### src/rtl/conv_pkg.sv
// Shared types and helpers for the convolution window generator.
// Pixel width and kernel edge are fixed here because pixel_t and N_TAPS depend on them.
package conv_pkg;

  localparam int DATA_WIDTH = 16;
  localparam int K          = 3;
  localparam int N_TAPS     = K * K;

  typedef logic signed [DATA_WIDTH-1:0] pixel_t;

  // A counter over n positions needs at least one bit, even when n == 1.
  function automatic int cnt_width(input int n);
    return (n > 1) ? $clog2(n) : 1;
  endfunction

endpackage

### src/rtl/conv_line_buffer.sv
// One image row of pixel storage.
// rd_data shows the entry currently at addr, which is the value being replaced by a write at that address.
module conv_line_buffer
  import conv_pkg::*;
#(
  parameter int DEPTH = 8
) (
  input  logic                        clk,
  input  logic                        wr_en,
  input  logic [cnt_width(DEPTH)-1:0] addr,
  input  pixel_t                      wr_data,
  output pixel_t                      rd_data
);

  pixel_t mem_q [DEPTH];

  assign rd_data = mem_q[addr];

  // NOTE: storage is deliberately left out of reset. Stale rows are never
  // exposed because window output is gated by the row counter, and leaving
  // the RAM unreset lets it map onto plain memory cells.
  always_ff @(posedge clk) begin
    if (wr_en) begin
      mem_q[addr] <= wr_data;
    end
  end

endmodule

### src/rtl/conv_window_gen.sv
// KxK sliding-window generator feeding the convolution adder tree, built on K-1 cascaded line buffers.
// Define CONV_WIN_STALL_CNT_EN to add the stall_cnt backpressure counter port.
module conv_window_gen
  import conv_pkg::*;
#(
  parameter int IMG_W = 8,
  parameter int IMG_H = 8
) (
  input  logic   clk,
  input  logic   rst_n,
  input  logic   in_valid,
  output logic   in_ready,
  input  pixel_t in_data,
  output logic   out_valid,
  input  logic   out_ready,
  output pixel_t out_window [N_TAPS],
  output logic   out_last
`ifdef CONV_WIN_STALL_CNT_EN
  ,
  output logic [31:0] stall_cnt
`endif
);

  localparam int CW = cnt_width(IMG_W);
  localparam int RW = cnt_width(IMG_H);

  localparam logic [CW-1:0] COL_LAST = CW'(IMG_W - 1);
  localparam logic [RW-1:0] ROW_LAST = RW'(IMG_H - 1);
  localparam logic [CW-1:0] COL_WIN  = CW'(K - 1);
  localparam logic [RW-1:0] ROW_WIN  = RW'(K - 1);

  logic [CW-1:0] col_q, col_d;
  logic [RW-1:0] row_q, row_d;
  logic          out_valid_q, out_valid_d;
  logic          out_last_q, out_last_d;

  pixel_t win_q      [K][K];
  pixel_t win_d      [K][K];
  pixel_t win_flat   [N_TAPS];
  pixel_t out_win_q  [N_TAPS];

  pixel_t lb_wr  [K-1];
  pixel_t lb_rd  [K-1];
  pixel_t tap_in [K];

  logic in_xfer;
  logic win_done;
  logic frame_end;

  assign in_ready  = !out_valid_q || out_ready;
  assign in_xfer   = in_valid && in_ready;
  assign win_done  = in_xfer && (row_q >= ROW_WIN) && (col_q >= COL_WIN);
  assign frame_end = (row_q == ROW_LAST) && (col_q == COL_LAST);

  // Cascade: each buffer takes the entry its upstream neighbour is overwriting.
  for (genvar i = 0; i < K - 1; i++) begin : g_lb
    if (i == 0) begin : g_head
      assign lb_wr[i] = in_data;
    end else begin : g_tail
      assign lb_wr[i] = lb_rd[i-1];
    end

    conv_line_buffer #(
      .DEPTH (IMG_W)
    ) u_line_buffer (
      .clk     (clk),
      .wr_en   (in_xfer),
      .addr    (col_q),
      .wr_data (lb_wr[i]),
      .rd_data (lb_rd[i])
    );
  end

  // Window row r takes image row (row-K+1+r); buffer i holds image row (row-1-i).
  for (genvar r = 0; r < K - 1; r++) begin : g_tap
    assign tap_in[r] = lb_rd[K-2-r];
  end
  assign tap_in[K-1] = in_data;

  always_comb begin
    for (int r = 0; r < K; r++) begin
      for (int c = 0; c < K - 1; c++) begin
        win_d[r][c] = win_q[r][c+1];
      end
      win_d[r][K-1] = tap_in[r];
    end
    for (int r = 0; r < K; r++) begin
      for (int c = 0; c < K; c++) begin
        win_flat[r*K+c] = win_d[r][c];
      end
    end
  end

  // NOTE: every combinational output takes a default before any branch, so
  // no path leaves a signal unassigned and no latch is inferred.
  always_comb begin
    col_d       = col_q;
    row_d       = row_q;
    out_valid_d = out_valid_q;
    out_last_d  = out_last_q;

    if (in_xfer) begin
      if (col_q == COL_LAST) begin
        col_d = '0;
        row_d = (row_q == ROW_LAST) ? '0 : row_q + 1'b1;
      end else begin
        col_d = col_q + 1'b1;
      end
    end

    if (win_done) begin
      out_valid_d = 1'b1;
      out_last_d  = frame_end;
    end else if (out_ready) begin
      out_valid_d = 1'b0;
    end
  end

  // NOTE: state registers use non-blocking assignments so every flop samples
  // pre-edge values regardless of statement order.
  always_ff @(posedge clk or negedge rst_n) begin
    if (!rst_n) begin
      col_q       <= '0;
      row_q       <= '0;
      out_valid_q <= 1'b0;
      out_last_q  <= 1'b0;
      for (int r = 0; r < K; r++) begin
        for (int c = 0; c < K; c++) begin
          win_q[r][c] <= '0;
        end
      end
      for (int t = 0; t < N_TAPS; t++) begin
        out_win_q[t] <= '0;
      end
    end else begin
      col_q       <= col_d;
      row_q       <= row_d;
      out_valid_q <= out_valid_d;
      out_last_q  <= out_last_d;
      if (in_xfer) begin
        win_q <= win_d;
      end
      if (win_done) begin
        out_win_q <= win_flat;
      end
    end
  end

  assign out_valid  = out_valid_q;
  assign out_last   = out_last_q;
  assign out_window = out_win_q;

`ifdef CONV_WIN_STALL_CNT_EN
  logic [31:0] stall_q;

  always_ff @(posedge clk or negedge rst_n) begin
    if (!rst_n) begin
      stall_q <= '0;
    end else if (out_valid_q && !out_ready && (stall_q != '1)) begin
      stall_q <= stall_q + 32'd1;
    end
  end

  assign stall_cnt = stall_q;
`endif

endmodule

### config.mk
export PLATFORM = sky130hd
export DESIGN_NAME = conv_window_gen
export DESIGN_NICKNAME = d
export VERILOG_FILES = /design/src/rtl/conv_pkg.sv /design/src/rtl/conv_line_buffer.sv /design/src/rtl/conv_window_gen.sv
export SDC_FILE = /design/constraint.sdc
export NUM_CORES = 1
export LEC_CHECK = 0
export ABC_CLOCK_PERIOD_IN_PS = 7100
export CAP_MARGIN = 20
export CORE_ASPECT_RATIO = 0.8
export CORE_MARGIN = 4
export CORE_UTILIZATION = 40
export DETAILED_ROUTE_END_ITERATION = 8
export SYNTH_ARGS = -nofsm -noshare
export SYNTH_HDL_FRONTEND = slang
export SYNTH_HIERARCHICAL = 1
export SYNTH_SLANG_ARGS = --single-unit
### constraint.sdc
create_clock -name clk -period 7.1 [get_ports clk]
set_input_delay 1.42 -clock clk [delete_from_list [all_inputs] [get_ports clk]]
set_output_delay 1.42 -clock clk [all_outputs]
set_load 0.005 [all_outputs]
==> qor.yml, run 1 <==
root_buffer: "clkbuf_16"
crit_arrival_ns: 2.54
drive_gt1_share_pct: 30.8
ys_async_sr_fraction_pct: 49.2
htreeDepth: 2
synthXorXnorAreaFrac_pct: 0
cts_buffers: 50
synth_compound_area_share_pct: 1.12
startpoint: "out_ready"
coreArea_sq_um: 47300
timing.max_cap.violations: 0
grtUsageTotal_pct: 16.0
critPathSlowestCell: "clkdlybuf4s50_1"
clk_path_buf_depth: 3
seqCellArea_sq_um: 13900
ios: 167
synth_simple_gate_area_share_pct: 1.34
drtIter0Drc: 589
ys_ff_latch: 504
postCtsSetupBuffers: 0
placedCellCount: 1750
ir_drop_uv: 348
critical_path.max_fanout: 6
reg2reg_from: "col_q[0]"
rsz0062_at_grt: "false"
synth_edf_count: 256
period_share_pct: 55.8
antenna_found_initial: 0
io_buffers: 166
crit_path_end_kind: "output pin"
path_common_cell: "clkdlybuf4s50_1"
ant_nets: 0
die-area_sq_um: 51800
syn_avg_cell_area_sq_um: 19.5
whs_ns: 0.481
initial_utilization_pct: 40.7
min_period_ns: 3.96
antenna_cells: 0
clk_pin_slew_ns: 0.06
area_delta_synth_final_pct: 21.1
cts_tree: "done"
ys_seq_area_share_pct: 72.1
maxSlewHeadroom_pct: 33.3
dr.pass1.iters: 5
yosys_warnings: 6
placementRows: 71
synth_cell_type_count: 31
grt-ovfl-total: 0
vias: 9535
slew_violations: 0
path_class: "in -> out"
fill_cells: 3886
multi_input_area_sq_um: 5050
dp_hpwl_mm: 26.0
wl_per_cell_um: 22.4
worstMarginPinSlew_ns: 1.00
syn_inst: 986
routed_wl_mm: 41.3
drc: 0
postCtsHoldBufs: 0
final_hold_viol_count: 0
gp_congestion: 0.744
synth.cell_area_sq_um: 19300
cp_cell_sequence: "clkdlybuf4s50_1, nand2b_4, clkdlybuf4s50_1"
synth_nets: 1011
leakage_nw: 8.73
final_cells: 1844
nNetsFinal: 1208
fin_util_pct: 49.3
critPathRequiredTime_ns: 5.68
synthFlopType: "edfxtp_1"
synthMuxAreaShare_pct: 23.2
viasPerCell: 5.17
grt_pass1_vias: 9981
clock_sink_count: 504
die_x_um: 253
grt_start_max_net_pins: 153
start_kind: "input pin"
fmax_mhz: 252
die_height_um: 204
synth_top_family_by_area: "multiplexers"
synth_fa_ha_area_share_pct: 0.325
grt_pass1_wl_mm: 62.7
outcome: "completed"
cts_resized: 0
finalSetupViolations: 0
skew_ns: 0.0151
hold_class: "reg -> reg"
power_density_nw_per_um2: 478
hold_start: "win_d[136]"
cpPeakStageDelay_ns: 0.51
clock_latency_ns: 0.58
setup_tns_ns: 0
[final cells by class]
type | instances | area share (%)
multi-input cells | 426 | 21.6
flip-flops and latches | 504 | 59.6
inverters | 8 | 0.139
well taps | 620 | 3.32
clock inverters | 26 | 1.40
repair buffers | 193 | 8.06
clock buffers | 67 | 5.89
[critical path: cells and delay by family]
family,cells,cell delay [ns]
AND/OR/NAND/NOR,1,0.15
buffers and inverters,2,0.96
[worst paths after layout]
check	cells past startpoint	slack, ns	end
max	3	3.14	in_ready
min	1	0.48	out_window[136]
max reg2reg	6	4.00	out_window[40]
min reg2reg	1	0.48	out_window[136]
max in group asynchronous	2	4.98	col_q[2]
min in group asynchronous	1	0.79	out_window[56]
[cells in the final DEF (no fill, tap or decap), types with 2 or more instances in the layout]
cell             Yosys  final
clkbuf_1             4     11
clkinvlp_4           0      3
mux2i_1              2      2
o211ai_1             6      6
mux4_1              30     30
mux4_2              18     18
a22oi_1              6      6
nor4b_1              2      2
o21ai_0              3      3
nand2b_1             2      2
mux2_1              49     49
clkbuf_8             0      6
inv_1                7      7
dfrtp_1            248    246
mux2_2             241    241
a32oi_1              6      6
clkdlybuf4s50_1      0    165
buf_4               13     26
nor2_1              16     16
bufinv_16            0      6
nand3_1              9      8
nand2_1             12     12
nor3_2               0      4
nor2b_1              7      7
edfxtp_1           256    256
clkbuf_16            0     50
clkinv_2             0     10
a31oi_1              2      2
clkinv_4             0      4
a221oi_1             4      4
ha_1                 5      5
[Yosys cell counts, drive strengths merged, types with 7 or more instances]
cell type	count	share of area, %
buf	44	1.6
dfrtp	248	32
edfxtp	256	40
inv	8	0.16
mux2	290	17
mux4	48	6.2
nand2	12	0.23
nand3	9	0.23
nor2	16	0.31
nor2b	7	0.23
[flip-flops by register name, summed over array words and instances (netlist names)]
| signal | cells |
|---|---|
| out_window | 144 |
| out_last | 1 |
| out_valid | 1 |
| row_q | 3 |
| win_d | 96 |
| col_q | 3 |
| g_lb.u_line_buffer/mem_q | 256 |
[kinds of logic (layout without fill, tap and decap cells)]
kind of cell | after synthesis | count (layout)
buffers and inverters | 56 | 294
muxes | 340 | 340
DFF | 504 | 504
and+or+nand+nor | 53 | 53
AOI/OAI and AO/OA | 28 | 28
adders and majority gates | 5 | 5
[power by group]
part           internal, W  leakage [nW]  switching (W)
logic              0.00200          2.64        0.00166
clock network      0.00159         0.831        0.00112
registers          0.00424          5.25       0.000556
total              0.00783          8.73        0.00334
[per-stage QoR]
stage | total power, W | setup WS, ns | cell area [sq um]
6_report | 0.0112 | 3.14 | 23300
5_1_grt | 0.0118 | 2.98 | 23300
4_1_cts | 0.0113 | 3.00 | 23300
3_5_place_dp | 0.00859 | 2.34 | 21600
3_3_place_gp | 0.00850 | 2.47 | 21600
2_1_floorplan | 0.00672 | 3.46 | 19300
[layer usage]
layer  routed length (um)  vias to the layer above  track usage, %
li1                     -                     4224               -
met1                19200                     5038            23.1
met4                  753                        0            4.10
met2                18600                      222            24.1
met3                 2710                       51            4.38
met5                    0                        -               0
Note: power is estimated with default switching activity, not from simulation.
==> run 2: changes to the inputs <==
--- a/config.mk
+++ b/config.mk
@@ -5,7 +5,7 @@
 export SDC_FILE = /design/constraint.sdc
 export NUM_CORES = 1
 export LEC_CHECK = 0
-export ABC_CLOCK_PERIOD_IN_PS = 7100
+export ABC_CLOCK_PERIOD_IN_PS = 3700
 export CAP_MARGIN = 20
 export CORE_ASPECT_RATIO = 0.8
 export CORE_MARGIN = 4
==> constraint.sdc (replaced) <==
create_clock -name clk -period 3.7 [get_ports clk]
set_input_delay 0.74 -clock clk [delete_from_list [all_inputs] [get_ports clk]]
set_output_delay 0.74 -clock clk [all_outputs]
set_load 0.005 [all_outputs]
==> run 2 against run 1 <==
Compared with the run above:
- clock power rose by 87%
- register-to-register slack got worse by 2.9 ns
- cell area grew 1.1%
- setup slack got worse by 2.1 ns
- clock skew increased by 0.014 ns
- final cell count grew 1.6%
- global-route usage is 0.24 points higher
- critical endpoint is now out_window[99]
- largest cell class unchanged
- largest power group unchanged
==> qor.yml, run 2 (synthesized netlist as in run 1, its figures left out) <==
postCtsSetupBuffers: 0
initial_utilization_pct: 40.7
setup_tns_ns: 0
placementRows: 71
io_buffers: 166
worstMarginPinSlew_ns: 0.967
routed_wl_mm: 41.2
drive_gt1_share_pct: 32.0
crit_path_end_kind: "register"
fmax_mhz: 378
final_hold_viol_count: 0
clock_latency_ns: 0.60
dp_hpwl_mm: 26.5
die_x_um: 253
root_buffer: "clkbuf_16"
finalPower_w: 0.0213
maxSlewHeadroom_pct: 35.5
final_cell_mix: "edfxtp_1 (256), dfrtp_1 (246), mux2_2 (241)"
postCtsHoldBufs: 0
cts_tree: "done"
outcome: "completed"
path_class: "reg -> reg"
vias: 9652
grt_pass1_wl_mm: 64.0
largest_reg_flops: 256
layout_commonest_cell: "edfxtp_1"
gp_congestion: 0.726
viasPerCell: 5.15
pre_cts_slack_ns: 1.02
power_density_nw_per_um2: 905
area_delta_synth_final_pct: 22.4
grtUsageTotal_pct: 16.2
grt-ovfl-total: 0
hold_class: "in -> async"
rsz0062_at_grt: "false"
period_share_pct: 71.6
min_period_ns: 2.65
die-area_sq_um: 51800
multi_input_area_sq_um: 5050
antenna_found_initial: 2
ios: 167
fill_cells: 3861
nNetsFinal: 1236
cp_num_buf_inv: 1
fin_ws_ns: 1.05
slew_violations: 0
cp_cell_sequence: "buf_4, mux4_1, mux2_2, mux2_1"
seqCellArea_sq_um: 13900
cts_buffers: 49
grt_pass1_vias: 10400
ant_nets: 0
whs_ns: 0.105
drtIter0Drc: 538
leakage_nw: 8.88
dr.pass1.iters: 5
clock_sink_count: 504
timing.max_cap.violations: 0
critPathRequiredTime_ns: 4.16
skew_ns: 0.0289
clk_pin_slew_ns: 0.06
drc: 0
critical_path.max_fanout: 40
regMostFlops: "g_lb.u_line_buffer/mem_q"
finalSetupViolations: 0
ir_drop_uv: 452
clk_path_buf_depth: 3
die_height_um: 204
critPathSlowestCell: "mux4_1"
coreArea_sq_um: 47300
htreeDepth: 2
crit_arrival_ns: 3.11
start_kind: "register"
cpPeakStageDelay_ns: 0.65
cts_resized: 0
grt_start_max_net_pins: 104
wl_per_cell_um: 22.0
crit_family: "multiplexers"
run 2: cell types whose count changed in the layout (fill, tap and decap cells not counted):
cell        delta
clkbuf_1       -2
buf_4         +25
bufinv_16      -2
buf_12         +4
clkinvlp_2     +1
clkbuf_8       +3
clkinvlp_4     -2
diode_2        +1
clkinv_4       -4
clkinv_1       +6
inv_6          +1
clkinv_2       -3
clkinv_16      +1
run 2: area by class of cell:
class / instances / area share [%]
multi-input combinational: 426 / 21.4
clock buffer: 68 / 5.97
clock inverter: 24 / 1.14
sequential: 504 / 58.9
inverter: 8 / 0.138
tap: 620 / 3.29
antenna: 1 / 0.0106
timing repair buffer: 222 / 9.11
run 2: path summary, 6_finish.rpt:
| check | from | to | slack (ns) | depth (start not counted) |
|---|---|---|---|---|
| max | col_q[0] | out_window[99] | 1.05 | 4 |
| min | rst_n | out_window[56] | 0.10 | 1 |
| max reg2reg | col_q[0] | out_window[99] | 1.05 | 4 |
| min reg2reg | win_d[137] | out_window[137] | 0.48 | 1 |
| max in group asynchronous | rst_n | out_window[1] | 2.61 | 2 |
| min in group clk | win_d[137] | out_window[137] | 0.48 | 1 |
run 2: routing by layer:
layer	track usage, %	up-vias	part of all wire (%)
li1	-	4255	-
met5	0	-	0
met1	22.5	5117	45
met4	3.84	0	1.8
met3	3.85	66	5.4
met2	26.2	214	48
run 2: worst register-to-register path, stage by stage, from the launching register on:
cell     delay [ns]
dfrtp_4        0.64
buf_4          0.60
mux4_1         0.69
mux2_2         0.32
mux2_1         0.29
run 2: through the flow:
| stage | utilization [%] | cell area (sq um) | std cells |
|---|---|---|---|
| floorplan | - | 19300 | 986 |
| global placement | 46.2 | 21900 | 1779 |
| detailed placement | 46.3 | 21900 | 1780 |
| CTS | 49.8 | 23600 | 1872 |
| global route | 49.8 | 23600 | 1872 |
| finish | 49.8 | 23600 | 1873 |
run 2: power breakdown:
group	total, W	internal, W	switching, W
Clock	0.00508	0.00296	0.00211
Combinational	0.00715	0.00395	0.00320
Sequential	0.00911	0.00813	0.000984
==> run 3: changes to the inputs <==
--- a/config.mk
+++ b/config.mk
@@ -5,7 +5,7 @@
 export SDC_FILE = /design/constraint.sdc
 export NUM_CORES = 1
 export LEC_CHECK = 0
-export ABC_CLOCK_PERIOD_IN_PS = 3700
+export ABC_CLOCK_PERIOD_IN_PS = 2450
 export CAP_MARGIN = 20
 export CORE_ASPECT_RATIO = 0.8
 export CORE_MARGIN = 4
==> constraint.sdc (replaced) <==
create_clock -name clk -period 2.45 [get_ports clk]
set_input_delay 0.49 -clock clk [delete_from_list [all_inputs] [get_ports clk]]
set_output_delay 0.49 -clock clk [all_outputs]
set_load 0.005 [all_outputs]
==> run 3 against run 2 <==
Compared with the run above:
- maximum frequency up 18%
- first-iteration DRC count grew 6.5%
- critical path type unchanged
- sequential cell count did not move
- hold slack gained 0.37 ns
- die area is the same
- clock skew grew 0.00051 ns
- sequential power rose by 49%
- total power up 51%
- core utilization up 0.24 points
- register-to-register slack got worse by 0.84 ns
- largest power group unchanged
==> qor.yml, run 3 (synthesized netlist as in run 1, its figures left out) <==
rsz0062_at_grt: "false"
finalPower_w: 0.0323
setup_tns_ns: 0
finalSetupViolations: 0
gp_congestion: 0.742
grt_start_max_net_pins: 69
ir_drop_uv: 777
nNetsFinal: 1245
die_x_um: 253
postCtsSetupBuffers: 0
regMostFlops: "g_lb.u_line_buffer/mem_q"
final_cell_mix: "edfxtp_1 (256), dfrtp_1 (246), mux2_2 (241)"
met1_length_mm: 19.2
ios: 167
grt_pass1_wl_mm: 64.2
drc: 0
dr.pass1.iters: 5
maxSlewHeadroom_pct: 58.3
timing.max_cap.violations: 0
fin_ws_ns: 0.211
period_share_pct: 91.4
routed_wl_mm: 41.3
grt-ovfl-total: 0
coreArea_sq_um: 47300
crit_arrival_ns: 2.70
cts_tree: "done"
final_hold_viol_count: 0
outcome: "completed"
root_buffer: "clkbuf_16"
critPathRequiredTime_ns: 2.91
crit_path_end_kind: "register"
grt_pass1_vias: 10200
vias: 9558
grtUsageTotal_pct: 16.3
clk_pin_slew_ns: 0.06
pre_cts_slack_ns: 0.107
htreeDepth: 2
area_delta_synth_final_pct: 23.0
fill_cells: 3884
io_buffers: 166
antenna_found_initial: 2
placementRows: 71
fmax_mhz: 447
drive_gt1_share_pct: 31.5
leakage_nw: 8.92
min_period_ns: 2.24
dr_wl_met3_mm: 2.54
clock_sink_count: 504
whs_ns: 0.479
drtIter0Drc: 573
top_layer: "met4"
fin_util_pct: 50.0
hold_class: "in -> async"
start_kind: "register"
clock_latency_ns: 0.60
slew_violations: 0
layout_commonest_cell: "edfxtp_1"
largest_reg_flops: 256
r2r_slack_ns: 0.21
worstMarginPinSlew_ns: 0.625
die-area_sq_um: 51800
power_density_nw_per_um2: 1360
clk_path_buf_depth: 3
wl_met2_mm: 18.8
cts_buffers: 49
dp_hpwl_mm: 26.7
viasPerCell: 5.08
ant_nets: 0
die_height_um: 204
wl_per_cell_um: 22.0
skew_ns: 0.0294
path_class: "reg -> reg"
initial_utilization_pct: 40.7
critical_path.max_fanout: 67
## run 3: cell types whose count changed in the layout (fill, tap and decap cells not counted), sizes merged
| cell | previous run | this run |
|---|---|---|
| bufinv | 4 | 5 |
| diode | 1 | 2 |
| clkbuf | 68 | 67 |
| clkinvlp | 2 | 0 |
| dlygate4sd3 | 0 | 1 |
| buf | 57 | 65 |
| clkinv | 16 | 17 |
## run 3: final cells by class
cell class                      instances  area, sq um  share of cell area, %
Antenna cell                            2         5.00                 0.0211
Sequential cell                       504        13900                   58.6
Timing Repair Buffer                  231         2340                   9.89
Tap cell                              620          776                   3.27
Clock buffer                           67         1300                   5.50
Inverter                                8         32.5                  0.137
Multi-Input combinational cell        426         5050                   21.3
Clock inverter                         24          290                   1.22
## run 3: critical path: stages, from the launching register on
cell     delay (ns)
dfrtp_4        0.46
inv_1          0.09
ha_1           0.20
o32a_1         0.42
nand3_4        0.15
buf_12         0.32
mux2_2         0.39
## run 3: final timing paths
path                            startpoint              end  cells past startpoint
worst max register to register    col_q[0]   out_window[52]                      6
worst min-delay path                 rst_n        win_d[18]                      2
worst max-delay path              col_q[0]   out_window[52]                      6
worst min register to register  win_d[135]  out_window[135]                      1
min in group clk                win_d[135]  out_window[135]                      1
max in group asynchronous            rst_n        win_d[88]                      3
## run 3: report_power, final
part	switching (W)	internal, W	leakage, nW
sequential	0.00136	0.0123	5.25
clock	0.00317	0.00429	0.769
combinational	0.00502	0.00614	2.90
## run 3: metal layers
layer  track usage [%]  vias to the layer above
li1                  -                     4279
met1              23.4                     5018
met2              24.8                      210
met3              4.45                       51
met4              4.00                        0
met5                 0                        -
## run 3: through the flow
step	area (sq um)	cells
floorplan	19300	986
detailed placement	22100	1788
global placement	22100	1788
CTS	23700	1880
finish	23700	1882
global route	23700	1880
## run 3: what timing repair did
item                      4_1_cts  5_1_grt
hold endpoints to repair       59        0
resized for setup               0        0
hold buffers                    1        0
